===== src/rtl/alien_pkg.sv =====
// Shared definitions for the alien scheduling and movement blocks.
// Holds the scheduler state encoding, direction codes and default slot count.
package alien_pkg;

    typedef enum logic [1:0] {
        IDLE,
        RUN,
        FREEZE,
        CLEARED
    } sched_state_t;

    localparam logic [1:0] ALIEN_DIR_UP    = 2'd0;
    localparam logic [1:0] ALIEN_DIR_DOWN  = 2'd1;
    localparam logic [1:0] ALIEN_DIR_LEFT  = 2'd2;
    localparam logic [1:0] ALIEN_DIR_RIGHT = 2'd3;

    localparam int NUM_ALIENS_DEFAULT = 4;

endpackage


===== src/rtl/alien_spawn_scheduler_if.sv =====
// Game-controller <-> spawn-scheduler signal bundle.
// The master side is the game-state controller; the slave side is the scheduler.
interface alien_spawn_scheduler_if #(
    parameter int NUM_ALIENS = alien_pkg::NUM_ALIENS_DEFAULT
);

    logic                  startOfFrame;
    logic                  level_start;
    logic [NUM_ALIENS-1:0] alien_died;
    logic                  player_died;
    logic [NUM_ALIENS-1:0] spawn_req;
    logic [NUM_ALIENS-1:0] slot_active;
    logic                  freeze;
    logic [7:0]            aliens_remaining;
    logic                  level_cleared;

    modport master (
        output startOfFrame, level_start, alien_died, player_died,
        input  spawn_req, slot_active, freeze, aliens_remaining, level_cleared
    );

    modport slave (
        input  startOfFrame, level_start, alien_died, player_died,
        output spawn_req, slot_active, freeze, aliens_remaining, level_cleared
    );

endinterface


===== src/rtl/frame_timer.sv =====
// 8-bit loadable down-counter advanced by frame ticks; saturates at zero.
// Load takes precedence over tick so a reload on a tick frame is exact.
module frame_timer (
    input  logic       clk,
    input  logic       reset,
    input  logic       load,
    input  logic [7:0] load_val,
    input  logic       tick,
    output logic       zero,
    output logic       one
);

    logic [7:0] cnt;

    // NOTE: state registers use non-blocking assignments so every flop samples pre-edge values.
    always_ff @(posedge clk) begin
        if (reset) begin
            cnt <= 8'd0;
        end else if (load) begin
            cnt <= load_val;
        end else if (tick && (cnt != 8'd0)) begin
            cnt <= cnt - 8'd1;
        end
    end

    assign zero = (cnt == 8'd0);
    assign one  = (cnt == 8'd1);

endmodule


===== src/rtl/alien_spawn_scheduler.sv =====
// Shares a pool of alien slots across a level quota: paces spawns per frame,
// caps live aliens, counts kills to level clear and freezes after player death.
module alien_spawn_scheduler
    import alien_pkg::*;
#(
    parameter int NUM_ALIENS     = NUM_ALIENS_DEFAULT,
    parameter int MAX_ALIVE      = 3,
    parameter int TOTAL_ALIENS   = 10,
    parameter int SPAWN_INTERVAL = 64,
    parameter int FREEZE_FRAMES  = 90
) (
    input logic                    clk,
    input logic                    reset,
    alien_spawn_scheduler_if.slave bus
);

    sched_state_t          state, state_nx;
    logic [NUM_ALIENS-1:0] slot_active, slot_active_nx;
    logic [NUM_ALIENS-1:0] spawn_req, spawn_req_nx;
    logic [7:0]            remaining, remaining_nx;
    logic [7:0]            spawned, spawned_nx;
    logic                  freeze, freeze_nx;
    logic                  cleared, cleared_nx;

    logic                  tmr_load;
    logic [7:0]            tmr_load_val;
    logic                  tmr_tick;
    logic                  tmr_zero;
    logic                  tmr_one;

    logic [NUM_ALIENS-1:0] kills;
    logic [NUM_ALIENS-1:0] free_slots;
    logic [NUM_ALIENS-1:0] pick;
    logic [7:0]            kill_cnt;

    frame_timer u_frame_timer (
        .clk      (clk),
        .reset    (reset),
        .load     (tmr_load),
        .load_val (tmr_load_val),
        .tick     (tmr_tick),
        .zero     (tmr_zero),
        .one      (tmr_one)
    );

    // NOTE: every signal written here gets a default first, so no path can infer a latch.
    always_comb begin
        state_nx       = state;
        slot_active_nx = slot_active;
        spawn_req_nx   = '0;
        remaining_nx   = remaining;
        spawned_nx     = spawned;
        freeze_nx      = freeze;
        cleared_nx     = cleared;
        tmr_load       = 1'b0;
        tmr_load_val   = 8'd0;
        tmr_tick       = 1'b0;
        kills          = '0;
        free_slots     = '0;
        pick           = '0;
        kill_cnt       = 8'd0;

        if (bus.level_start) begin
            state_nx       = RUN;
            slot_active_nx = '0;
            remaining_nx   = 8'(TOTAL_ALIENS);
            spawned_nx     = 8'd0;
            freeze_nx      = 1'b0;
            cleared_nx     = 1'b0;
            tmr_load       = 1'b1;
        end else if ((state == RUN) || (state == FREEZE)) begin
            // Only live slots can die, which keeps remaining >= spawned >= 0.
            kills          = bus.alien_died & slot_active;
            kill_cnt       = 8'($countones(kills));
            slot_active_nx = slot_active & ~kills;
            remaining_nx   = remaining - kill_cnt;
            spawned_nx     = spawned - kill_cnt;

            if (remaining_nx == 8'd0) begin
                state_nx   = CLEARED;
                cleared_nx = 1'b1;
                freeze_nx  = 1'b0;
            end else if ((state == RUN) && bus.player_died) begin
                state_nx       = FREEZE;
                slot_active_nx = '0;
                spawned_nx     = 8'd0;
                freeze_nx      = 1'b1;
                tmr_load       = 1'b1;
                tmr_load_val   = 8'(FREEZE_FRAMES);
            end else if (bus.startOfFrame) begin
                if (state == FREEZE) begin
                    if (tmr_one) begin
                        state_nx  = RUN;
                        freeze_nx = 1'b0;
                        tmr_load  = 1'b1;
                    end else begin
                        tmr_tick = 1'b1;
                    end
                end else if (!tmr_zero) begin
                    tmr_tick = 1'b1;
                end else begin
                    // A slot that dies this cycle is not reusable until the next one.
                    free_slots = ~slot_active_nx & ~kills;
                    for (int i = NUM_ALIENS - 1; i >= 0; i--) begin
                        if (free_slots[i]) begin
                            pick    = '0;
                            pick[i] = 1'b1;
                        end
                    end
                    if (($countones(slot_active_nx) < MAX_ALIVE) &&
                        (spawned_nx < remaining_nx) && (pick != '0)) begin
                        spawn_req_nx   = pick;
                        slot_active_nx = slot_active_nx | pick;
                        spawned_nx     = spawned_nx + 8'd1;
                        tmr_load       = 1'b1;
                        tmr_load_val   = 8'(SPAWN_INTERVAL);
                    end
                end
            end
        end
    end

    always_ff @(posedge clk) begin
        if (reset) begin
            state       <= IDLE;
            slot_active <= '0;
            spawn_req   <= '0;
            remaining   <= 8'd0;
            spawned     <= 8'd0;
            freeze      <= 1'b0;
            cleared     <= 1'b0;
        end else begin
            state       <= state_nx;
            slot_active <= slot_active_nx;
            spawn_req   <= spawn_req_nx;
            remaining   <= remaining_nx;
            spawned     <= spawned_nx;
            freeze      <= freeze_nx;
            cleared     <= cleared_nx;
        end
    end

    assign bus.spawn_req        = spawn_req;
    assign bus.slot_active      = slot_active;
    assign bus.freeze           = freeze;
    assign bus.aliens_remaining = remaining;
    assign bus.level_cleared    = cleared;

endmodule


===== src/flat_wrapper.sv =====
// flat-port wrapper written by rule: the top's interface ports become plain ports
module alien_spawn_scheduler_flat import alien_pkg::*;
#(
    parameter int NUM_ALIENS     = NUM_ALIENS_DEFAULT,
    parameter int MAX_ALIVE      = 3,
    parameter int TOTAL_ALIENS   = 10,
    parameter int SPAWN_INTERVAL = 64,
    parameter int FREEZE_FRAMES  = 90
)
  (clk, reset, bus_startOfFrame, bus_level_start, bus_alien_died, bus_player_died, bus_spawn_req, bus_slot_active, bus_freeze, bus_aliens_remaining, bus_level_cleared);
  alien_spawn_scheduler_if #(.NUM_ALIENS(NUM_ALIENS)) bus_i ();
  input logic clk;
  input logic reset;
  input wire logic [$bits(bus_i.startOfFrame)-1:0] bus_startOfFrame;
  input wire logic [$bits(bus_i.level_start)-1:0] bus_level_start;
  input wire logic [$bits(bus_i.alien_died)-1:0] bus_alien_died;
  input wire logic [$bits(bus_i.player_died)-1:0] bus_player_died;
  output wire logic [$bits(bus_i.spawn_req)-1:0] bus_spawn_req;
  output wire logic [$bits(bus_i.slot_active)-1:0] bus_slot_active;
  output wire logic [$bits(bus_i.freeze)-1:0] bus_freeze;
  output wire logic [$bits(bus_i.aliens_remaining)-1:0] bus_aliens_remaining;
  output wire logic [$bits(bus_i.level_cleared)-1:0] bus_level_cleared;
  assign bus_i.startOfFrame = bus_startOfFrame;
  assign bus_i.level_start = bus_level_start;
  assign bus_i.alien_died = bus_alien_died;
  assign bus_i.player_died = bus_player_died;
  assign bus_spawn_req = bus_i.spawn_req;
  assign bus_slot_active = bus_i.slot_active;
  assign bus_freeze = bus_i.freeze;
  assign bus_aliens_remaining = bus_i.aliens_remaining;
  assign bus_level_cleared = bus_i.level_cleared;
  alien_spawn_scheduler #(.NUM_ALIENS(NUM_ALIENS), .MAX_ALIVE(MAX_ALIVE), .TOTAL_ALIENS(TOTAL_ALIENS), .SPAWN_INTERVAL(SPAWN_INTERVAL), .FREEZE_FRAMES(FREEZE_FRAMES)) u_core (.clk(clk), .reset(reset), .bus(bus_i));
endmodule

===== config.mk =====
export PLATFORM = sky130hd
export DESIGN_NAME = alien_spawn_scheduler_flat
export DESIGN_NICKNAME = d
export VERILOG_FILES = /design/src/rtl/alien_pkg.sv /design/src/rtl/alien_spawn_scheduler_if.sv /design/src/rtl/frame_timer.sv /design/src/rtl/alien_spawn_scheduler.sv /design/src/flat_wrapper.sv
export SDC_FILE = /design/constraint.sdc
export NUM_CORES = 1
export LEC_CHECK = 0
export CORE_ASPECT_RATIO = 1.1
export CORE_MARGIN = 5
export CORE_UTILIZATION = 40
export CTS_BUF_LIST = sky130_fd_sc_hd__clkbuf_4 sky130_fd_sc_hd__clkbuf_8
export DETAILED_ROUTE_END_ITERATION = 6
export SLEW_MARGIN = 5
export SYNTH_ARGS = -nofsm -noshare
export SYNTH_HDL_FRONTEND = slang
export SYNTH_HIERARCHICAL = 1
export SYNTH_SLANG_ARGS = --single-unit

===== constraint.sdc =====
create_clock -name clk -period 9.5 [get_ports clk]
set_input_delay 1.425 -clock clk [delete_from_list [all_inputs] [get_ports clk]]
set_output_delay 1.425 -clock clk [all_outputs]
set_load 0.01 [all_outputs]

# Yosys cells after proc, flatten, opt, wreduce, memory -nomap -nowiden
# Index checks and enable logic that the tools add are counted.
[totals]
ff_bits = 36
in_bits = 9
output_inout_bits = 18
word_cells = 121
[op_classes]
add_sub_neg = 10
order_cmp = 2
eq_ne = 3
muxes = 64
n_bitwise = 10
reduce_logical = 22
[op_table]
columns = ["operator", "count"]
rows = [
  ["2-to-1 mux 8 bit", 15],
  ["2-to-1 mux 4 bit", 19],
  ["adder 32 bit", 1],
  ["< comparator 32 x 3 -> 1 bit (second input constant)", 1],
  ["2-to-1 mux 1 bit", 24],
  ["logical NOT 8 bit", 2],
  ["nonzero test 4 bit", 4],
  ["subtractor 8 bit", 2],
  ["AND 4 bit", 3],
  ["2-to-1 mux 2 bit", 5],
  ["nonzero test 3 bit", 3],
  ["OR reduction 9 bit", 1],
  ["adder 1 x 1 -> 2 bit", 4],
  ["adder 8 x 1 -> 8 bit (second input constant)", 1],
  ["adder 8 bit", 1],
  ["equality test 8 x 1 -> 1 bit (second input constant)", 1],
  ["< comparator 8 bit", 1],
  ["inverter 4 bit", 2],
  ["AND reduction 4 bit", 2],
  ["nonzero test 8 bit", 1],
  ["subtractor 8 x 1 -> 8 bit (second input constant)", 1],
  ["2-to-1 mux 7 bit", 1],
  ["logical AND 1 bit", 4],
  ["inverter 1 bit", 4],
  ["other kinds (7)", 8],
]

# Longest topological paths before layout
[depth]
ltp_word = 27
mapped_depth = 24
depth_no_buf = 21

# By module
# The synthesis kept the hierarchy.
[by_module_without_submodules]
columns = ["mod", "n_inst", "cells_per_inst", "area_each_um2", "seq_area_each_um2"]
rows = [
  ["alien_spawn_scheduler", 1, 269, 2097.0, 560.5],
  ["frame_timer", 1, 62, 524.3, 160.2],
]

# Worst setup path after synthesis
# OpenSTA, ideal clock, no wires.
[synth_path]
path_kind = "in2reg"
startpoint = "input bus_alien_died[0]"
endpoint = "register u_core.u_frame_timer.cnt[6]"
setup_ns = 0.078
arrival_ns = 5.503
t_required_ns = 9.422
slack_ns = 3.919
cell_stages = 23
path_buffers = 2
cell_sequence = "nand2_1 fa_1 inv_1 ha_1 ha_1 buf_6 xnor2_1 ha_1 and2_1 a211o_2 xnor2_1 inv_1 ha_1 a211o_1 a21oi_1 o21ai_0 a41oi_1 and2_2 clkbuf_1 nor2_1 nor3_1 nor2_1 nor3_1"
[synth_via]
elab_chain_cells = 24
elab_cells_between_ends = 47
cone_classes = "add/sub: 6; order compare: 2; mux: 28; bitwise: 5; reduce/logical: 6"
[synth_rtl]
columns = ["element", "line", "rtl"]
rows = [
  ["from (decl)", "flat_wrapper.sv:16", "input wire logic [$bits(bus_i.alien_died)-1:0] bus_alien_died;"],
  ["AND 4 bit *", "alien_spawn_scheduler.sv:73", "kills = bus.alien_died & slot_active;"],
  ["parallel branches: the longest is 19 deep, another holds adder 32 bit", "-", ""],
  ["2-to-1 mux 8 bit *", "alien_spawn_scheduler.sv:79", "if (remaining_nx == 8'd0) begin"],
  ["2-to-1 mux 8 bit *", "alien_spawn_scheduler.sv:71", "end else if ((state == RUN) || (state == FREEZE)) begin"],
  ["2-to-1 mux 8 bit *", "alien_spawn_scheduler.sv:63", "if (bus.level_start) begin"],
  ["net u_core.tmr_load_val[6]", "alien_spawn_scheduler.sv:26", "logic [7:0] tmr_load_val;"],
  ["2-to-1 mux 8 bit *", "frame_timer.sv:19", "end else if (load) begin"],
  ["to (signal assigned)", "frame_timer.sv:20", "cnt <= load_val;"],
  ["to (signal assigned)", "frame_timer.sv:22", "cnt <= cnt - 8'd1;"],
  ["to (decl)", "frame_timer.sv:13", "logic [7:0] cnt;"],
]
# Mark *: on every way through the listed nets, which the timed path passes. The select of a mux whose other input is x is not followed.
# A chain may end at the register's enable or synchronous reset.

# Worst setup path in the final report
[layout_path]
startpoint = "input bus_alien_died[0]"
endpoint = "register u_core.u_frame_timer.cnt[3]"
[layout_via]
elab_chain_cells = 24
elab_cells_between_ends = 42
cone_classes = "add/sub: 6; order compare: 2; mux: 23; bitwise: 5; reduce/logical: 6"
[layout_rtl]
columns = ["element", "line", "rtl"]
rows = [
  ["AND 4 bit *", "alien_spawn_scheduler.sv:73", ""],
  ["parallel branches: the longest is 19 deep, another holds adder 32 bit", "-", ""],
  ["2-to-1 mux 1 bit *", "alien_spawn_scheduler.sv:79", ""],
  ["2-to-1 mux 1 bit *", "alien_spawn_scheduler.sv:71", ""],
  ["2-to-1 mux 1 bit *", "alien_spawn_scheduler.sv:63", ""],
  ["net u_core.tmr_load", "alien_spawn_scheduler.sv:25", "logic tmr_load;"],
  ["2-to-1 mux 8 bit / nonzero test 2 bit (equally long branches)", "-", ""],
]
# Marked as above.

==> flow_summary.json <==
{
  "portBuffers": 26,
  "routed_wire_length_per_instance_um": 14.6,
  "grt_max_degree": 22,
  "path_delay_family": "adder cells",
  "groute.usage.overall_pct": 15.9,
  "ys_dominant_reg_cell": "sky130_fd_sc_hd__dfxtp_1",
  "max_stage_delay_ns": 0.57,
  "synthesis.instances": 331,
  "cts_hold_buf": 0,
  "first_global_vias": 2131,
  "detail_route.drc_violations": 0,
  "synth-edff-count": 0,
  "multi_input_area_mm2": 0.00176,
  "reg2reg_to": "u_core/u_frame_timer/cnt[3]",
  "powerDensity_mw_per_mm2": 128,
  "initial_utilization_pct": 40.5,
  "cts.sink_count": 36,
  "tritoncts.num_buffers": 5,
  "postRouteWirelength_um": 6400,
  "totalPowerFinal_w": 0.000391,
  "floorplan.core_area_mm2": 0.00648,
  "max_slew.worst_pin.slew_ns": 0.710,
  "htree_num_levels": 2,
  "grt_antenna_before_repair": 0,
  "syn-mean-instance-area_um2": 7.92,
  "die_x_um": 87.2,
  "dp_cells": 430,
  "worst_setup_path_startpoint": "bus_alien_died[0]",
  "finalNetCount": 389,
  "cp_max_fo": 12,
  "place_worst_setup_slack_ns": 2.77,
  "final_critical_path_setup_slack_ns": 2.99,
  "finalNonFillerCells": 438,
  "number_of_gates_resized_after_cts": 0,
  "crit_path_frequent_cell": "sky130_fd_sc_hd__ha_1",
  "tritoncts": "built",
  "cells_on_worst_reg2reg_path": 21,
  "clk_latency_ns": 0.29,
  "yosys_register_bits": 36,
  "crit_path_cell_trace": "clkdlybuf4s50_1 > nand2_1 > fa_1 > inv_1 > ha_1 > ha_1 > xnor2_1 > ha_1 > and2_1 > a211o_2 > xnor2_1 > inv_1 > ha_1 > a211o_1 > a21oi_1 > o21ai_0 > a41oi_1 > o311ai_0 > nand2_1 > inv_1 > and4_1 > nor4_1",
  "ys_async_sr_fraction_pct": 0,
  "worst_case_clock_skew_ns": 0.00516,
  "critical_path_arrival_ns": 6.71,
  "place.gp.congestion": 0.843,
  "pins_over_slew_limit": 0,
  "grt_setup_unrepaired": "no",
  "netlist-cell-type-count": 60,
  "setup.worst_path.start_class": "primary input",
  "timing.setup.critical_path_class": "primary input to flip-flop",
  "drt_first_pass_iters": 4,
  "first_iter_violations": 129,
  "die_h_um": 94.9,
  "tns_ns": 0,
  "worstPathBufferInverterCount": 4,
  "syn_area_mm2": 0.00262,
  "worst_setup_path_end_kind": "flip-flop",
  "report.final.setup_viol": 0,
  "globalRouteOverflowTotal": 0,
  "insertedDiodeCount": 0,
  "run_status": "completed",
  "worstReg2RegStart": "u_core/bus.slot_active[0]",
  "timing.fmax_ghz": 0.154,
  "clk_transition_reported_paths_ns": 0.08,
  "die_area_mm2": 0.00827,
  "yosysSeqAreaShare_pct": 27.5,
  "p_leak_nw": 1.17,
  "antenna_violating_nets_post_route": 0,
  "routed-via-count": 2390,
  "crit_slowest_cell": "sky130_fd_sc_hd__fa_1",
  "rows": 31,
  "synthToLayoutAreaGrowth_pct": 16.2,
  "min_period_ns": 6.51,
  "path_depth": 22,
  "floorplan.io_pins": 27,
  "hold_viol_final": 0,
  "maxCapViolCount": 0,
  "number_of_buffers_added_for_setup_after_cts": 0,
  "wire_length_of_the_first_global_routing_pass_um": 10400,
  "reg2reg_setup_slack_ns": 4.05,
  "worstPathRequired_ns": 9.70,
  "cts_buffer_depth": 2,
  "max_slew_headroom_pct": 52.6,
  "vias_per_cell": 5.46,
  "min_period_over_period_pct": 68.5,
  "synth.yosys.warnings": 6,
  "worstHoldPathType": "flip-flop to flip-flop",
  "cts_root_buffer": "sky130_fd_sc_hd__clkbuf_8",
  "end_of_flow_core_utilization_pct": 47.0,
  "crit_path_end": "u_core/u_frame_timer/cnt[3]",
  "filler_cell_count": 638,
  "ff_latch_area_um2": 721,
  "layout-drive-gt1-share_pct": 5.62,
  "hpwl_um": 4800,
  "worst_ir_drop_vdd_mv": 0.0821
}
==> area by class of cell <==
class                      instances  area share, %
clock inverter                     2           1.15
multi-input combinational        262           57.8
tap                               82           3.37
inverter                          24           2.96
timing repair buffer              26           8.54
sequential                        36           23.7
clock buffer                       6           2.51
==> cells in the final DEF (no fill, tap or decap), types with 14 or more instances in the layout <==
| master | Yosys | final |
|---|---|---|
| sky130_fd_sc_hd__ha_1 | 23 | 23 |
| sky130_fd_sc_hd__xnor2_1 | 15 | 15 |
| sky130_fd_sc_hd__inv_1 | 24 | 24 |
| sky130_fd_sc_hd__nor2_1 | 37 | 37 |
| sky130_fd_sc_hd__nand2_1 | 26 | 26 |
| sky130_fd_sc_hd__dfxtp_1 | 36 | 36 |
| sky130_fd_sc_hd__clkdlybuf4s50_1 | 0 | 26 |
| sky130_fd_sc_hd__o21ai_0 | 17 | 17 |
| sky130_fd_sc_hd__nor3_1 | 14 | 14 |
| sky130_fd_sc_hd__a21oi_1 | 17 | 17 |
==> worst min path at each step <==
| stage | startpoint | to | slack (ns) | cells past startpoint |
|---|---|---|---|---|
| finish | u_core/spawned[2] | u_core/spawned[2] | 0.48 | 2 |
| global route | u_core/spawned[7] | u_core/spawned[7] | 0.52 | 2 |
| CTS | u_core/spawned[2] | u_core/spawned[2] | 0.49 | 2 |
| detailed placement | u_core/spawned[2] | u_core/spawned[2] | 0.47 | 2 |
| global placement | u_core/spawned[2] | u_core/spawned[2] | 0.45 | 2 |
| floorplan | u_core/spawned[2] | u_core/spawned[2] | 0.43 | 2 |
==> Yosys cell counts (3+ instances only) <==
| library cell | n | area, µm² |
|---|---|---|
| sky130_fd_sc_hd__ha_1 | 23 | 288 |
| sky130_fd_sc_hd__inv_1 | 24 | 90.1 |
| sky130_fd_sc_hd__and3_1 | 3 | 18.8 |
| sky130_fd_sc_hd__and2_1 | 4 | 25.0 |
| sky130_fd_sc_hd__clkbuf_1 | 8 | 30.0 |
| sky130_fd_sc_hd__o21ai_0 | 17 | 85.1 |
| sky130_fd_sc_hd__nor4_1 | 5 | 31.3 |
| sky130_fd_sc_hd__a211oi_1 | 7 | 52.6 |
| sky130_fd_sc_hd__dfxtp_1 | 36 | 721 |
| sky130_fd_sc_hd__nor2_1 | 37 | 139 |
| sky130_fd_sc_hd__xor2_1 | 4 | 35.0 |
| sky130_fd_sc_hd__nand3_1 | 8 | 40.0 |
| sky130_fd_sc_hd__nand2_1 | 26 | 97.6 |
| sky130_fd_sc_hd__nor2b_1 | 6 | 37.5 |
| sky130_fd_sc_hd__a31oi_1 | 6 | 37.5 |
| sky130_fd_sc_hd__nor3_1 | 14 | 70.1 |
| sky130_fd_sc_hd__or3_1 | 4 | 25.0 |
| sky130_fd_sc_hd__nand3b_1 | 3 | 22.5 |
| sky130_fd_sc_hd__nand2b_1 | 6 | 37.5 |
| sky130_fd_sc_hd__a41oi_1 | 3 | 26.3 |
| sky130_fd_sc_hd__xnor2_1 | 15 | 131 |
| sky130_fd_sc_hd__nand4_1 | 5 | 31.3 |
| sky130_fd_sc_hd__a21oi_1 | 17 | 85.1 |
| sky130_fd_sc_hd__o31ai_1 | 3 | 22.5 |
==> stage by stage <==
| step | hold WS [ns] | instance area, µm² |
|---|---|---|
| 6_report | 0.479 | 3050 |
| 5_1_grt | 0.519 | 3050 |
| 4_1_cts | 0.486 | 3050 |
| 3_5_place_dp | 0.467 | 2940 |
| 3_3_place_gp | 0.448 | 2940 |
| 2_1_floorplan | 0.432 | 2630 |
==> tightest hold or removal path, delay by kind of cell, from the launching register on <==
family           cells  cell delay [ns]
AO/OA/AOI/OAI        1             0.06
AND/OR/NAND/NOR      1             0.05
flip-flops           1             0.34
==> flip-flops by register name, indices dropped and copies added (netlist names) <==
name and cells:
u_core/bus.aliens_remaining 8, u_core/spawned 8, u_core/u_frame_timer/cnt 8, u_core/bus.slot_active 4
u_core/bus.spawn_req 4, u_core/state 2, u_core/bus.freeze 1, u_core/bus.level_cleared 1
==> per-layer routing <==
| metal | global-route usage (%) | up-vias | part of all wire [%] |
|---|---|---|---|
| li1 | - | 1231 | - |
| met1 | 22.3 | 1108 | 49 |
| met2 | 24.4 | 42 | 45 |
| met3 | 2.88 | 9 | 3.3 |
| met4 | 5.63 | 0 | 1.8 |
| met5 | 0 | - | 0 |
==> power breakdown <==
part / switching, W / internal, W / total [W]
registers: 0.00000621 / 0.000156 / 0.000163
clock network: 0.0000607 / 0.0000809 / 0.000142
logic: 0.0000520 / 0.0000349 / 0.0000869
==> cells by family after synthesis <==
family          after synthesis  synth area share [%]
other cells                   1                 0.143
simple gates                138                  28.1
mux                           2                 0.764
fa+ha+maj                    25                  12.5
xor+xnor                     19                  6.35
buf+inv                      36                  5.73
flops                        36                  27.5
compound gates               74                  19.0
No activity file was read; power rests on OpenSTA's default activity.
==> RTL edit 1, RTL diff (config.mk and constraints unchanged) <==
The package constant `NUM_ALIENS_DEFAULT` goes from 4 to 2.
--- a/src/rtl/alien_pkg.sv
+++ b/src/rtl/alien_pkg.sv
@@ -14,7 +14,7 @@
     localparam logic [1:0] ALIEN_DIR_LEFT  = 2'd2;
     localparam logic [1:0] ALIEN_DIR_RIGHT = 2'd3;
 
-    localparam int NUM_ALIENS_DEFAULT = 4;
+    localparam int NUM_ALIENS_DEFAULT = 2;
 
 endpackage
 
Ports: changed (resized bus_alien_died, bus_slot_active and bus_spawn_req); port bits go from 27 to 21. The function was not compared with the original's and may differ.
==> RTL edit 1 against the original RTL <==
Wire length decreased by 12%; first-iteration DRC count decreased by 29%; cell area decreased by 9.6%; sequential share of layout area decreased by 0.39 points; combinational power decreased by 12%; synthesized area decreased by 7.6%; sequential cell count decreased by 4; critical path depth decreased by 2; clock skew decreased by 0.00072 ns; register-to-register slack improved by 0.55 ns; total power decreased by 14%; worst setup slack improved by 0.48 ns; critical path type unchanged.
==> RTL edit 1: results (changes against the original RTL) <==
Layout fillers: 578 (-9.4%)
Root Driver: clkbuf_8
clock share of power: 34.3% (-1.9 points)
Distinct cells, synth: 67 (+12%)
Worst Hold Path Cells: 2 (unchanged)
Hold Path Sink: u_core/bus.level_cleared
commonest cells in the netlist: dfxtp_1, nor2_1, ha_1
worst hold slack: 0.472 ns (-0.00700 ns)
clk_skew: 0.00445 ns (-0.000715 ns)
PD cells: 122 mW/mm2 (-4.8%)
Slew Limit Headroom: 48.7% (-3.9 points)
Seq/Total Area, Yosys: 26.5% (-1.0 points)
port bufs: 20 (-23%)
Arrival @ worst endpoint: 6.22 ns (-0.49 ns)
final wirelength: 5630 um (-12%)
cell family with most CP delay: simple AND/OR/NAND/NOR gates
nets: 336 (-14%)
gpl congestion: 0.917 (+8.8%)
Synth warnings: 6 (unchanged)
R2R depth: 19 (-9.5%)
Placed Cells: 377 (-12%)
Synth Instances: 291 (-12%)
internal power: 233 uW (-14%)
Detail Placement HPWL: 4280 um (-11%)
Top power group: registers
# diodes: 0 (unchanged)
Leakage Power: 0.00103 uW (-12%)
share of cells above drive strength 1: 7.47% (+1.8 points)
first-pass GRT wire length: 9620 um (-7.4%)
maximum VDD drop: 63.2 uV (-23%)
slowest stage cell, crit path: clkdlybuf4s50_1
vias per std cell: 5.31 (-2.7%)
reg-to-reg endpoint: u_core/u_frame_timer/cnt[3]
async set or reset register ratio after synthesis: 0% (unchanged)
reg2reg start: u_core/bus.slot_active[0]
# resized after CTS: 0 (unchanged)
R2R Setup Slk: 4.60 ns (+0.55 ns)
vias in the first global route: 1987 (-6.8%)
clk_lat worst skew: 0.28 ns
main area contributors after synthesis: dfxtp_1, ha_1, xnor2_1
status: completed
Hold Path Class: reg -> reg
Place WS: 3.25 ns (+0.488 ns)
hold wc startpoint: u_core/bus.level_cleared
Non-Filler Instances: 385 (-12%)
initial antenna violation count: 0 (unchanged)
worst-path fanout max: 12 (unchanged)
largest net degree at the start of global routing: 18 (-18%)
Total GRT Usage: 15.1% (-0.82 points)
CTS clk-pin slew, worst paths: 0.07 ns
dpl cell area: 0.00266 mm2 (-9.5%)
DRT Pass-1 Iters: 4 (unchanged)
largest stage delay on the critical path: 0.45 ns (-0.12 ns)
top_reg_cell synth: dfxtp_1
Detailed Route Iter0 Violations: 91 (-29%)
Seq. pwr: 145 uW (-11%)
RTL edit 1: changes by cell type after synthesis, moves of 4 or more:
cell      before  now
o21ai_0       17    2
nand2_1       26   18
nor2_1        37   30
inv_1         24   19
nand2b_1       6    1
o21ai_1        0    5
a21oi_1       17   13
dfxtp_1       36   32
RTL edit 1: cells by family (layout without fill, tap and decap cells):
kind of cell               after synthesis  in the layout  synth area share (%)
buffers and inverters                   34             48                  6.30
DFF                                     32             32                  26.5
xor gates and xnor gates                24             24                  8.99
muxes                                    4              4                  1.76
and+or+nand+nor                        116            116                  26.5
adders and majority gates               22             22                  12.0
AOI/OAI and AO/OA                       58             58                  17.8
other                                    1              4                 0.155
RTL edit 1: worst max path at each step:
stage                      start                     endpoint  slack (ns)  cells past startpoint
2_1_floorplan  bus_alien_died[0]  u_core/u_frame_timer/cnt[0]        4.26                     20
3_3_place_gp   bus_alien_died[1]  u_core/u_frame_timer/cnt[3]        3.38                     20
3_5_place_dp   bus_alien_died[1]  u_core/u_frame_timer/cnt[3]        3.25                     20
4_1_cts        bus_alien_died[1]  u_core/u_frame_timer/cnt[3]        3.53                     20
5_1_grt        bus_alien_died[0]  u_core/u_frame_timer/cnt[3]        3.05                     20
6_report       bus_alien_died[0]  u_core/u_frame_timer/cnt[3]        3.47                     20
RTL edit 1: routing by layer:
layer / vias up / track usage (%) / part of all wire (%)
li1: 1062 / - / -
met2: 34 / 23.4 / 45
met5: - / 0 / 0
met1: 943 / 21.1 / 51
met3: 6 / 3.26 / 3.1
met4: 0 / 4.29 / 1.1
RTL edit 1: cell type report:
class	instances	area, um2	share of cell area (%)
multi-input combinational	228	1640	59.5
sequential	32	641	23.3
timing repair buffer	20	200	7.27
clock buffer	8	97.6	3.54
tap	77	96.3	3.50
inverter	20	80.1	2.91
==> RTL edit 2, RTL diff (config.mk and constraints unchanged) <==
Made on the original files. Make the reset (`reset`) asynchronous in 2 clocked blocks.
--- a/src/rtl/frame_timer.sv
+++ b/src/rtl/frame_timer.sv
@@ -13,7 +13,7 @@
     logic [7:0] cnt;
 
     // NOTE: state registers use non-blocking assignments so every flop samples pre-edge values.
-    always_ff @(posedge clk) begin
+    always_ff @(posedge clk or posedge reset) begin
         if (reset) begin
             cnt <= 8'd0;
         end else if (load) begin
--- a/src/rtl/alien_spawn_scheduler.sv
+++ b/src/rtl/alien_spawn_scheduler.sv
@@ -120,7 +120,7 @@
         end
     end
 
-    always_ff @(posedge clk) begin
+    always_ff @(posedge clk or posedge reset) begin
         if (reset) begin
             state       <= IDLE;
             slot_active <= '0;
Function: differs if reset is asserted again (counterexample within 4 cycles, from zero or initial values and one cycle with reset high); with reset held inactive, the same outputs for 10 cycles.
==> RTL edit 2 against the original RTL <==
Utilization is 1.2 points higher; highest routed layer unchanged; synthesized area is 6.1% higher; via count is 3.2% lower; wire length is 5.2% higher; worst setup slack worse by 0.22 ns; sequential cell count stayed put; cell area is 5.5% higher.
Power is not compared: it rests on default switching activity, and its combinational part moved more than twofold at a synthesized area within 25%.
==> RTL edit 2: results (changes against the original RTL) <==
status: completed
first-pass GRT wire length: 11300 um (+8.4%)
mux contribution to synthesized area: 0.720% (-0.044 points)
nets: 381 (-2.1%)
async set or reset register ratio after synthesis: 100% (+100 points)
xor/xnor cell area share of the yosys netlist: 5.67% (-0.68 points)
vias in the first global route: 2260 (+6.1%)
Detail Placement HPWL: 5130 um (+7.0%)
Hold Path Sink: u_core/spawned[2]
clk_skew: 0.00378 ns (-0.00139 ns)
hold wc startpoint: u_core/spawned[2]
Seq/Total Area, Yosys: 32.4% (+4.9 points)
gpl congestion: 0.918 (+8.9%)
Place WS: 2.47 ns (-0.291 ns)
Distinct cells, synth: 64 (+6.7%)
Total GRT Usage: 16.4% (+0.50 points)
share of cells above drive strength 1: 8.67% (+3.1 points)
Detailed Route Iter0 Violations: 112 (-13%)
Yosys top cell area share: 32.4% (+4.9 points)
commonest cells in the netlist: nand2_1, dfrtp_1, inv_1
largest net degree at the start of global routing: 29 (+32%)
Synth Area in Adders: 13.2% (+0.72 points)
Layout fillers: 663 (+3.9%)
vias per std cell: 5.40 (-0.96%)
Slew Limit Headroom: 57.0% (+4.3 points)
[RTL edit 2: cell type report]
class | instances | area, um2 | share of cell area, %
Inverter | 32 | 120 | 3.74
Clock inverter | 3 | 18.8 | 0.584
Tap cell | 82 | 103 | 3.19
Timing Repair Buffer | 27 | 268 | 8.33
Clock buffer | 5 | 68.8 | 2.14
Multi-Input combinational cell | 243 | 1740 | 54.0
Sequential cell | 36 | 901 | 28.0
[RTL edit 2: cell families (layout without fill, tap and decap cells)]
kind of cell | Yosys count | in the layout
DFF | 36 | 36
other | 1 | 4
adders and majority gates | 27 | 27
buffers and inverters | 41 | 67
AOI/OAI and AO/OA | 69 | 69
muxes | 2 | 2
xor gates and xnor gates | 18 | 18
and+or+nand+nor | 123 | 123
[RTL edit 2: critical path, cell delays in order]
cell	delay, ns
clkdlybuf4s50_1	0.48
nand2_1	0.08
fa_1	0.56
inv_1	0.05
ha_1	0.20
ha_1	0.31
inv_1	0.14
ha_1	0.24
and3b_1	0.18
or2_2	0.30
or3_1	0.39
nor3_1	0.20
xnor2_1	0.11
ha_1	0.32
and4_1	0.19
o21ai_0	0.11
o221a_2	0.37
a21boi_0	0.34
a211o_1	0.18
nand2_1	0.29
a311o_1	0.44
nand3_1	0.06
[RTL edit 2: routing by layer]
metal / global-route usage [%] / share of wire (%)
met1: 23.8 / 48
met2: 24.8 / 46
met3: 2.71 / 4.4
met4: 4.93 / 0.97
met5: 0 / 0
[RTL edit 2: metrics by stage]
step | instances | cell area [um2] | hold slack (ns)
after global placement | 420 | 3130 | 0.482
after detailed placement | 420 | 3130 | 0.482
final | 428 | 3220 | 0.495
after global routing | 428 | 3220 | 0.543
after CTS | 428 | 3220 | 0.499
after floorplan | 320 | 2790 | 0.450
